## config.mk

```make
export PLATFORM = sky130hd
export DESIGN_NAME = alu_seq_nbit
export DESIGN_NICKNAME = d
export VERILOG_FILES = /design/src/rtl/alu_seq_pkg.sv /design/src/rtl/alu_seq_nbit_slice.sv /design/src/rtl/alu_seq_nbit.sv
export SDC_FILE = /design/constraint.sdc
export NUM_CORES = 1
export LEC_CHECK = 0
export CELL_PAD_IN_SITES_DETAIL_PLACEMENT = 1
export CELL_PAD_IN_SITES_GLOBAL_PLACEMENT = 1
export CORE_ASPECT_RATIO = 0.6
export CORE_UTILIZATION = 39
export DETAILED_ROUTE_END_ITERATION = 7
export PLACE_DENSITY = 0.75
export RECOVER_POWER = 100
export SYNTH_ARGS = -nofsm -noshare
export SYNTH_HDL_FRONTEND = slang
export SYNTH_SLANG_ARGS = --single-unit
```

## constraint.sdc

```tcl
create_clock -name clk -period 3.1 [get_ports clk]
set_input_delay 0.62 -clock clk [delete_from_list [all_inputs] [get_ports clk]]
set_output_delay 0.62 -clock clk [all_outputs]
set_load 0.01 [all_outputs]
```

## src/rtl/alu_seq_pkg.sv

```systemverilog
// Shared definitions for the slice-serial ALU: mode codes, FSM states and
// the signed-compare/overflow build switch (macro ALU_SEQ_SIGNED_EN).
package alu_seq_pkg;

  localparam logic [1:0] MODE_ADD = 2'b00;
  localparam logic [1:0] MODE_SUB = 2'b01;
  localparam logic [1:0] MODE_CMP = 2'b10;
  localparam logic [1:0] MODE_AND = 2'b11;

  typedef enum logic [1:0] {
    S_IDLE = 2'd0,
    S_RUN  = 2'd1,
    S_HOLD = 2'd2
  } state_t;

`ifdef ALU_SEQ_SIGNED_EN
  localparam bit SIGNED_EN = 1'b1;
`else
  localparam bit SIGNED_EN = 1'b0;
`endif

endpackage

```

## src/rtl/alu_seq_nbit_slice.sv

```systemverilog
// Combinational SLICE-bit datapath of the slice-serial ALU.
// With ALU_SEQ_SIGNED_EN the top slice compares with operand MSBs inverted.
module alu_slice
  import alu_seq_pkg::*;
#(
  parameter int unsigned SLICE = 1
) (
  input  logic [SLICE-1:0] a,
  input  logic [SLICE-1:0] b,
  input  logic             cin,
  input  logic [1:0]       mode,
  input  logic             top,
  output logic [SLICE-1:0] f,
  output logic             cout,
  output logic             cmsb,
  output logic             gt,
  output logic             lt,
  output logic             eq
);

  // Ripple adder (B inverted for subtract), AND, and slice magnitude compare
  always_comb begin
    logic [SLICE:0]   c;
    logic [SLICE-1:0] bx;
    logic [SLICE-1:0] sum;
    logic [SLICE-1:0] ac;
    logic [SLICE-1:0] bc;
    bx   = (mode == MODE_SUB) ? ~b : b;
    c    = '0;
    sum  = '0;
    c[0] = cin;
    for (int i = 0; i < int'(SLICE); i++) begin
      sum[i]   = a[i] ^ bx[i] ^ c[i];
      c[i + 1] = (a[i] & bx[i]) | (c[i] & (a[i] ^ bx[i]));
    end
    ac = a;
    bc = b;
    if (top && SIGNED_EN) begin
      ac[SLICE-1] = ~a[SLICE-1];
      bc[SLICE-1] = ~b[SLICE-1];
    end
    case (mode)
      MODE_CMP: f = '0;
      MODE_AND: f = a & b;
      default:  f = sum;
    endcase
    cout = c[SLICE];
    cmsb = c[SLICE-1];
    gt   = (ac > bc);
    lt   = (ac < bc);
    eq   = (ac == bc);
  end

endmodule

```

## src/rtl/alu_seq_nbit.sv

```systemverilog
// Slice-serial four-mode ALU (add/sub/compare/AND) with valid/ready handshakes.
// Processes SLICE bits per clock, LSB slice first. Build option: ALU_SEQ_SIGNED_EN
// enables two's-complement compare and the V (signed overflow) flag.
module alu_seq_nbit
  import alu_seq_pkg::*;
#(
  parameter int unsigned WIDTH = 8,
  parameter int unsigned SLICE = 1
) (
  input  logic             clk,
  input  logic             rst,
  input  logic             in_valid,
  output logic             in_ready,
  input  logic [WIDTH-1:0] A,
  input  logic [WIDTH-1:0] B,
  input  logic             Cin,
  input  logic [1:0]       M,
  output logic             out_valid,
  input  logic             out_ready,
  output logic [WIDTH-1:0] F,
  output logic             Cout,
  output logic             N,
  output logic             Z,
  output logic             V
);

  localparam int unsigned NSLICE = WIDTH / SLICE;
  localparam int unsigned CNT_W  = (NSLICE > 1) ? $clog2(NSLICE) : 1;

  state_t             state_q, state_d;
  logic               load_c, step_c, finish_c;
  logic [WIDTH-1:0]   a_q, b_q, res_q;
  logic [1:0]         m_q;
  logic               carry_q, gt_q, lt_q, eq_q;
  logic [CNT_W-1:0]   cnt_q;
  logic               last_c;
  int unsigned        base_c;
  logic [SLICE-1:0]   sl_f;
  logic               sl_cout, sl_cmsb, sl_gt, sl_lt, sl_eq;
  logic [WIDTH-1:0]   res_fin_c;
  logic               gt_fin_c, lt_fin_c, eq_fin_c;

  assign last_c = (cnt_q == CNT_W'(NSLICE - 1));
  assign base_c = 32'(cnt_q) * SLICE;

  alu_slice #(.SLICE(SLICE)) u_slice (
    .a    (a_q[base_c +: SLICE]),
    .b    (b_q[base_c +: SLICE]),
    .cin  (carry_q),
    .mode (m_q),
    .top  (last_c),
    .f    (sl_f),
    .cout (sl_cout),
    .cmsb (sl_cmsb),
    .gt   (sl_gt),
    .lt   (sl_lt),
    .eq   (sl_eq)
  );

  // Final result and compare flags including the slice being processed now
  always_comb begin
    res_fin_c                      = res_q;
    res_fin_c[base_c +: SLICE]     = sl_f;
    gt_fin_c                       = sl_eq ? gt_q : sl_gt;
    lt_fin_c                       = sl_eq ? lt_q : sl_lt;
    eq_fin_c                       = sl_eq ? eq_q : 1'b0;
  end

  // FSM state register
  always_ff @(posedge clk) begin
    if (rst) state_q <= S_IDLE;
    else     state_q <= state_d;
  end

  // FSM next state and datapath enables
  always_comb begin
    state_d  = state_q;
    load_c   = 1'b0;
    step_c   = 1'b0;
    finish_c = 1'b0;
    case (state_q)
      S_IDLE: begin
        if (in_valid) begin
          load_c  = 1'b1;
          state_d = S_RUN;
        end
      end
      S_RUN: begin
        step_c = 1'b1;
        if (last_c) begin
          finish_c = 1'b1;
          state_d  = S_HOLD;
        end
      end
      S_HOLD: begin
        if (out_ready) state_d = S_IDLE;
      end
      default: state_d = S_IDLE;
    endcase
  end

  // Registered handshake outputs follow the next state
  always_ff @(posedge clk) begin
    if (rst) begin
      in_ready  <= 1'b1;
      out_valid <= 1'b0;
    end else begin
      in_ready  <= (state_d == S_IDLE);
      out_valid <= (state_d == S_HOLD);
    end
  end

  // Operand capture, per-slice carry/compare/result update, result registers
  always_ff @(posedge clk) begin
    if (rst) begin
      a_q     <= '0;
      b_q     <= '0;
      m_q     <= MODE_ADD;
      res_q   <= '0;
      carry_q <= 1'b0;
      gt_q    <= 1'b0;
      lt_q    <= 1'b0;
      eq_q    <= 1'b0;
      cnt_q   <= '0;
      F       <= '0;
      Cout    <= 1'b0;
      N       <= 1'b0;
      Z       <= 1'b0;
      V       <= 1'b0;
    end else begin
      if (load_c) begin
        a_q     <= A;
        b_q     <= B;
        m_q     <= M;
        res_q   <= '0;
        carry_q <= (M == MODE_SUB) ? ~Cin : Cin;
        gt_q    <= 1'b0;
        lt_q    <= 1'b0;
        eq_q    <= 1'b1;
        cnt_q   <= '0;
      end
      if (step_c) begin
        res_q[base_c +: SLICE] <= sl_f;
        carry_q                <= sl_cout;
        gt_q                   <= gt_fin_c;
        lt_q                   <= lt_fin_c;
        eq_q                   <= eq_fin_c;
        cnt_q                  <= cnt_q + CNT_W'(1);
      end
      if (finish_c) begin
        case (m_q)
          MODE_CMP: begin
            F    <= WIDTH'(eq_fin_c);
            Cout <= gt_fin_c;
            N    <= lt_fin_c;
            Z    <= 1'b0;
            V    <= 1'b0;
          end
          MODE_AND: begin
            F    <= res_fin_c;
            Cout <= 1'b0;
            N    <= res_fin_c[WIDTH-1];
            Z    <= (res_fin_c == '0);
            V    <= 1'b0;
          end
          default: begin
            F    <= res_fin_c;
            Cout <= sl_cout;
            N    <= res_fin_c[WIDTH-1];
            Z    <= (res_fin_c == '0);
            V    <= SIGNED_EN & (sl_cmsb ^ sl_cout);
          end
        endcase
      end
    end
  end

endmodule

```

# Word-level counts from Yosys, hierarchy flattened
# Index checks and enable logic that the tools add are counted.
# Widths: inputs -> output; s select.
# classes
addsub	2
multipliers	0
div	0
n_lt_le_gt_ge	2
eq_ne	9
n_shift	4
n_mux	33
bitwise_logic	8
reduce_logical	4
# ops
op	n
$neg 3->34	1
$shift 1x34->8 const A	1
$shiftx 1x34->8	1
$mux 8	4
$mux 1	19
$bwmux 8	2
$shiftx 8x4->1	2
$eq 2x2->1 const B	4
$logic_not 8->1	1
$eq 2x1->1 const B	3
$mux 2	3
$mux 3	2
$pmux 2 s3	1
$logic_not 2->1	2
$pmux 1 s2	2
$add 3x1->3 const B	1
$and 1x1->1	3
$eq 3x3->1 const B	1
$not 1->1	2
$reduce_bool 2->1	1
$xor 1x1->1	2
$eq 1x1->1	1
$gt 1x1->1	1
$lt 1x1->1	1
$or 1x1->1	1
# totals
register_bits	48
latch_bits	0
ram_bits	0
mem_bits_ro	0
in_bits	23
wordCells	78
mem_count	0

# Depth between registers and ports, before layout
# Gate-level depths: netlist of the first run.
# depth
ltp_word	10
ltp_mapped	12
mapped_depth_nobuf	10

# Hierarchy
# A second synthesis of the first run with hierarchy kept.
# hier_totals
hier_cells	301
area_unflattened_um2	2568.7
# by_module_without_submodules
mod	instances	cells_per_inst	area_each_um2	seq_area_each_um2
alu_seq_nbit	1	288	2456.1	960.9
alu_slice	1	13	112.6	0.0

# Worst setup path after synthesis of the first run
# OpenSTA, ideal clock, no wires.
# synth_timing
path_type	flip-flop to flip-flop
from	register cnt_q[0]
to	register Z
setup_time_ns	0.116
t_arrival_ns	2.667
t_required_ns	2.984
path_slack_ns	0.317
stages_incl_launch_ff	13
n_path_buf	2
path_cell_list	dfxtp_1 buf_2 mux4_2 nand2_1 nand2_1 xnor2_1 fa_1 inv_1 o21a_1 clkbuf_1 a31oi_1 o21ai_0 a31o_1
# synth_via
elab_chain_len	10
elab_cells_between_ends	17
classes_between	add/sub (1); eq/ne (1); shift (4); mux (6); bitwise (4); reduce/logical (1)
# synth_lines
element	line	text
start, declared	alu_seq_nbit.sv:35	logic [CNT_W-1:0] cnt_q;
start signal, assigned	alu_seq_nbit.sv:148	cnt_q <= cnt_q + CNT_W'(1);
$shiftx 8x4->1	alu_seq_nbit.sv:48	.b (b_q[base_c +: SLICE]),
$not 1->1	alu_seq_nbit_slice.sv:28	bx = (mode == MODE_SUB) ? ~b : b;
$mux 1	alu_seq_nbit_slice.sv:28	
$xor 1x1->1 (2 in series)	alu_seq_nbit_slice.sv:33	sum[i] = a[i] ^ bx[i] ^ c[i];
$pmux 1 s2	alu_seq_nbit_slice.sv:42	case (mode)
$shiftx 1x34->8	alu_seq_nbit.sv:63	res_fin_c[base_c +: SLICE] = sl_f;
$bwmux 8	alu_seq_nbit.sv:63	
$logic_not 8->1	alu_seq_nbit.sv:163, alu_seq_nbit.sv:170	
$mux 1	n/a	
end signal, assigned	alu_seq_nbit.sv:163	Z <= (res_fin_c == '0);
end signal, assigned	alu_seq_nbit.sv:170	Z <= (res_fin_c == '0);
end, declared	alu_seq_nbit.sv:23	output logic Z,
# Several ways; a longest one is shown, not always the timed one.
# A chain may end at the register's enable or synchronous reset.

# Worst setup path in the final report of the first run
# Ends and elaborated chain as after synthesis.

==> results.cfg, run 1 <==
[run_status]
result_of_the_run = finished clean

[clock_tree]
cts.root.buffer_cell = clkbuf_8
cts.reportedPaths.clkPinSlew_ps = 90
clk_latency_ps = 300
cts.sink_count = 48
cts-buffers-inserted = 5
clk_path_buf_depth = 2
cts_tree = done
htree_levels = 2

[floorplan]
fp.coreArea_sq_um = 5700
die_w_um = 103
core.rowCount = 21
ios = 37
die_area_sq_um = 6400
initial_cell_density_of_the_core_pct = 41.5
die_height_um = 62.4

[power]
switching_share_pct = 29.0
p_leak_nw = 1.06
seqPwrFrac_pct = 51.0
power.combinational.fraction_pct = 18.9
cellPowerDensity_nw_per_um2 = 446
p_sw_mw = 0.373
share_clk_of_total_power_pct = 30.1
ir_drop_mv = 0.172
power.internal_mw = 0.914

[grt]
grt_antenna_before_repair = 0
total_overflow_reported_by_the_global_router = 0
pin_count_of_the_biggest_net_entering_global_routing = 48
grt_pass1_wl_mm = 10.8
grt_pass1_vias = 2176
track_usage_pct = 22.0

[cells_and_area]
area_delta_synth_final_pct = 22.0
layout-drive-gt1-share_pct = 8.72
nNetsFinal = 350
insertedDiodeCount = 0

[critical_path]
cp_top_family = compound AO/OA/AOI/OAI gates
timing.critical_path.arrival_ps = 3080
critical_path.most_common_cell = inv_1
crit_chain = mux4_2, nand2_1, and2_1, inv_1, fa_1, inv_1, o21a_1, buf_4, a32oi_1, a2111oi_2, a31o_1
cp_max_fo = 12
worstSetupStartpointType = flip-flop
timing.critical_path.slowest_cell_delay_ps = 540
cp.buffers_inverters = 3
crit_path_max_delay_cell_type = mux4_2
worst-setup-path-type = flip-flop to flip-flop
reg2reg_slack_ps = 230
critPathCaptureType = flip-flop
required_ps = 3300

[timing]
timing.final.crit_share_pct = 92.7
clock-skew-final_ps = 5.35
slew_viol_final = 0
rsz0062_at_grt = no
timing.fmax_mhz = 348
max-slew-margin-rel_pct = 36.7
final-hold-violation-count = 0
finalWorstPathRequiredPeriod_ps = 2870
setup_ws_ps = 225
final.setup.tns_ps = 0
timing.final.setup_violations = 0
max_slew.worst_pin.slew_ps = 949

[synthesis]
xor_xnor_share_of_the_synthesized_area_pct = 0.740
yosys-mux-area-fraction_pct = 5.18
synth-seq-area-share_pct = 40.6
synthSimpleGateAreaFrac_pct = 23.6
ys_warn_count = 0
number_of_enable_flip_flop_cells_after_synthesis = 0
post_synthesis_sequential_element_count = 48
largest_family_of_logic_cells_by_synthesized_area = simple AND/OR/NAND/NOR gates
top_cell_type_s_share_of_synthesized_area_pct = 40.6
synth_compound_area_share_pct = 21.3
ys_dominant_reg_cell = dfxtp_1
postSynth.asyncResetShare_pct = 0
syn-num-nets = 319
synth_top_cell_by_area = dfxtp_1
post_synth_cell_types = 52
synthesis.instances = 289
yosys.area_share.adder_pct = 4.01
netlist_area_before_placement_sq_um = 2370
post_synth_main_area_contributors = dfxtp_1 (41%), nand2_1 (8.4%), a21oi_1 (7.2%)
synth_area_per_cell_sq_um = 8.20

[routing]
routed-via-count = 2182
detailedRoute.firstPassIterationCount = 4
wl_per_cell_um = 15.7
drt_drc_violations_left = 0
drt.antenna.violating_nets = 0
number_of_vias_per_cell = 5.44
initialDrtViolationCount = 120
route.final.wire_length_mm = 6.30

[hold_path]
worst_hold_path_type = flip-flop to flip-flop

[placement]
hpwl_mm = 4.76
finalWeightedCongestion = 0.909
placement.io_buffers = 35
dp_slack_ps = 57.6

[flow_run]
cap_violations = 0
-- what timing repair did --
action	4_1_cts	5_1_grt
setup endpoints to repair	0	10
buffers inserted	0	0
hold buffers	0	0
resized for setup	0	2
-- stage by stage --
| stage | utilization, % | hold slack (ps) | std cells | instance area (sq um) | power, mW |
|---|---|---|---|---|---|
| detailed placement | 49.2 | 448 | 393 | 2800 | 0.917 |
| CTS | 50.8 | 460 | 401 | 2900 | 1.30 |
| global placement | 49.2 | 443 | 393 | 2800 | 0.909 |
| floorplan | - | 433 | 289 | 2370 | 0.820 |
| global route | 50.7 | 483 | 401 | 2890 | 1.36 |
| finish | 50.7 | 457 | 401 | 2890 | 1.29 |
-- sequential cells by signal, summed over array words and instances, names as in the netlist --
| signal | count |
|---|---|
| F | 8 |
| a_q | 8 |
| b_q | 8 |
| res_q | 8 |
| cnt_q | 3 |
| m_q | 2 |
| state_q | 2 |
| Cout | 1 |
| N | 1 |
| Z | 1 |
| carry_q | 1 |
| eq_q | 1 |
| gt_q | 1 |
| in_ready | 1 |
| lt_q | 1 |
| out_valid | 1 |
-- power groups by stage --
stage               logic, mW  clock network (mW)  registers, mW
CTS                     0.247               0.399          0.657
detailed placement      0.245                   0          0.672
global placement        0.238                   0          0.671
finish                  0.243               0.387          0.657
floorplan               0.158                   0          0.662
global route            0.271               0.424          0.661
-- cells in the mapped netlist (all sizes together) (6+ instances only) --
cell type / count
ha: 6
nand3: 9
dfxtp: 48
a21oi: 34
nand2: 53
inv: 6
nor2: 23
clkbuf: 16
nor2b: 6
nand2b: 7
a31oi: 9
a22oi: 8
-- cells by family (layout without fill, tap and decap cells) --
group | count (synthesis) | after routing
multiplexers | 7 | 7
other | 1 | 1
flip-flops | 48 | 48
adder cells (fa/ha/maj) | 7 | 7
AND/OR/NAND/NOR | 120 | 120
AO/OA/AOI/OAI | 78 | 78
buffers and inverters | 26 | 58
XOR/XNOR | 2 | 2
-- routing by layer --
layer / GRT usage [%] / vias to the layer above / part of all wire (%)
met4: 5.89 / 0 / 0.87
li1: - / 1080 / -
met2: 31.9 / 44 / 42
met3: 4.05 / 5 / 4.4
met5: 0 / - / 0
met1: 33.1 / 1053 / 53
-- worst reg2reg max path: cells and delay by family, from the launching register on --
| family | cells | cell delay [ps] |
|---|---|---|
| compound gates | 4 | 700 |
| mux | 1 | 550 |
| fa+ha+maj | 1 | 510 |
| flops | 1 | 460 |
| buf+inv | 3 | 330 |
| simple gates | 2 | 250 |
-- final cells by class --
class	count	area [sq um]
multi-input cells	215	1310
repair buffers	44	407
fillers	707	2810
well taps	80	100
inverters	6	22.5
clock inverters	2	10.0
clock buffers	6	82.6
flip-flops and latches	48	962
-- cell usage in the layout (no fill, tap or decap), types with 7 or more instances in the layout --
cell / instances
nand2_1: 53
dlygate4sd3_1: 14
a31oi_1: 9
a22oi_1: 8
nand3_1: 9
nand2b_1: 7
a21oi_1: 34
dfxtp_1: 47
nor2_1: 23
clkdlybuf4s50_1: 21
-- worst paths after layout --
| kind | depth (start not counted) | end | start |
|---|---|---|---|
| min | 2 | N | N |
| max reg2reg | 11 | Z | cnt_q[0] |
| max | 11 | Z | cnt_q[0] |
| min reg2reg | 2 | N | N |
Power figures use the tool's default switching activity.
==> inputs of run 2 (changes only) <==
Settings changed: CAP_MARGIN from default to 20, CORE_UTILIZATION 39 to 41, CTS_BUF_LIST from default to sky130_fd_sc_hd__clkbuf_8, GPL_ROUTABILITY_DRIVEN from default to 0, PLACE_DENSITY 0.75 to 0.79.
==> run 2 against run 1 <==
Net effect: utilization increased by 1.4 points; die area decreased by 4.7%; global-route usage decreased by 0.39 points; register-to-register slack improved by 40 ps; sequential share of layout area decreased by 0.072 points; count of clock-buffer cells in the layout decreased by 1; flip-flop and latch count unchanged; clock power increased by 15%; critical path depth unchanged; worst hold slack improved by 1.3 ps; final area increased by 0.48%; worst setup slack improved by 37 ps; critical path type unchanged; highest routed layer unchanged.
==> results.cfg, run 2 (synthesis results as in run 1) <==
[placement]
hpwl_mm = 4.55
placement.io_buffers = 35
placement.cell_area_sq_um = 2800

[clock_tree]
cts.sink_count = 48
clk_path_buf_depth = 2
cts.reportedPaths.clkPinSlew_ps = 90
cts-buffers-inserted = 5
htree_levels = 2
clk_latency_ps = 300
post_cts.repair.setup_buffers = 0
cts_tree = done
cts.root.buffer_cell = clkbuf_8

[grt]
grt_pass1_vias = 2031
pin_count_of_the_biggest_net_entering_global_routing = 48
track_usage_pct = 21.6
grt_antenna_before_repair = 0
grt_pass1_wl_mm = 10.0
total_overflow_reported_by_the_global_router = 0

[power]
power.combinational.fraction_pct = 17.9
power.internal_mw = 0.973
ir_drop_mv = 0.209
share_clk_of_total_power_pct = 33.2
p_leak_nw = 1.07
seqPwrFrac_pct = 48.9
switching_share_pct = 27.6
post-layout-total-power_mw = 1.34
cellPowerDensity_nw_per_um2 = 463
p_sw_mw = 0.371

[routing]
wl_per_cell_um = 15.6
drt.antenna.violating_nets = 0
initialDrtViolationCount = 101
route.final.wire_length_mm = 6.26
drt_drc_violations_left = 0
routed-via-count = 2186
number_of_vias_per_cell = 5.45
detailedRoute.firstPassIterationCount = 4

[critical_path]
timing.critical_path.slowest_cell_delay_ps = 500
timing.reg2reg.worst_path_depth = 11
critPathCaptureType = flip-flop
worstSetupStartpointType = flip-flop
required_ps = 3300
worst-setup-path-type = flip-flop to flip-flop
timing.critical_path.arrival_ps = 3040
crit_path_max_delay_cell_type = mux4_2
cp.buffers_inverters = 2
critical_path.most_common_cell = nand2_1
timing.critical_path.depth = 11
cp_max_fo = 10
crit_chain = mux4_2, nand2_1, nand2_1, xnor2_1, fa_1, inv_1, o21a_2, buf_4, a32oi_1, a2111oi_2, a31o_1
cp_top_family = compound AO/OA/AOI/OAI gates

[floorplan]
die_area_sq_um = 6100
die_w_um = 100
ios = 37
fp.coreArea_sq_um = 5570
initial_cell_density_of_the_core_pct = 42.5
core.rowCount = 21
die_height_um = 60.9

[timing]
slew_viol_final = 0
max_slew.worst_pin.slew_ps = 985
timing.fmax_mhz = 352
timing.final.setup_violations = 0
max-slew-margin-rel_pct = 34.3
timing.final.crit_share_pct = 91.5
final.setup.tns_ps = 0
rsz0062_at_grt = no
clock-skew-final_ps = 12.8
final-hold-violation-count = 0
finalWorstPathRequiredPeriod_ps = 2840

[hold_path]
hold_depth = 2
worst_hold_path_type = flip-flop to flip-flop

[cells_and_area]
area_delta_synth_final_pct = 22.6
nNetsFinal = 350
most-common-layout-cells = nand2_1 (53), dfxtp_1 (47), a21oi_1 (34)
fill_cells = 673
insertedDiodeCount = 0
layout-drive-gt1-share_pct = 8.41
post-route-cell-area_sq_um = 2900
utilization_pct = 52.1
final_common_cell = nand2_1

[flow_run]
cap_violations = 0

[run_status]
result_of_the_run = finished clean
## run 2: cell count changes in the layout (fill, tap and decap cells not counted), sizes merged
cell    change
bufinv      +1
clkinv      -1
clkbuf      -1
inv         +1
## run 2: worst paths after layout
kind              startpoint      to  slack [ps]
setup / recovery    cnt_q[0]       Z         260
hold / removal        b_q[7]  b_q[7]         460
setup reg to reg    cnt_q[0]       Z         260
hold reg to reg       b_q[7]  b_q[7]         460
## run 2: timing repair
action | in CTS | in global routing
resized for setup | 0 | 4
hold buffers | 0 | 0
setup endpoints to repair | 0 | 11
## run 2: area by class of cell
class | count | area [sq um] | area share, %
repair buffers | 44 | 407 | 14.0
clock inverters | 3 | 38.8 | 1.34
flip-flops and latches | 48 | 965 | 33.2
inverters | 6 | 22.5 | 0.776
well taps | 80 | 100 | 3.45
clock buffers | 5 | 68.8 | 2.37
multi-input cells | 215 | 1300 | 44.9
## run 2: worst min-delay path, cell delays in order (launching register included)
cell     delay (ps)
dfxtp_1         320
nand2_1          50
a21oi_1          50
## run 2: power groups by stage
stage | combinational [mW] | sequential [mW] | clock (mW)
floorplan | 0.158 | 0.662 | 0
global placement | 0.236 | 0.671 | 0
detailed placement | 0.241 | 0.672 | 0
CTS | 0.243 | 0.657 | 0.456
global route | 0.267 | 0.661 | 0.475
finish | 0.241 | 0.657 | 0.446
## run 2: per-layer routing
layer	up-vias	track usage, %	share of wire [%]
met4	0	4.97	0.96
li1	1082	-	-
met2	50	32.9	40
met1	1046	31.8	54
met3	8	4.38	4.4
met5	-	0	0
## run 2: metrics by stage
stage | cells | setup WS [ps] | hold slack, ps
CTS | 401 | 16.8 | 462
detailed placement | 393 | 54.0 | 449
global placement | 393 | 193 | 441
global route | 401 | 66.8 | 478
finish | 401 | 262 | 458
floorplan | 289 | 317 | 433
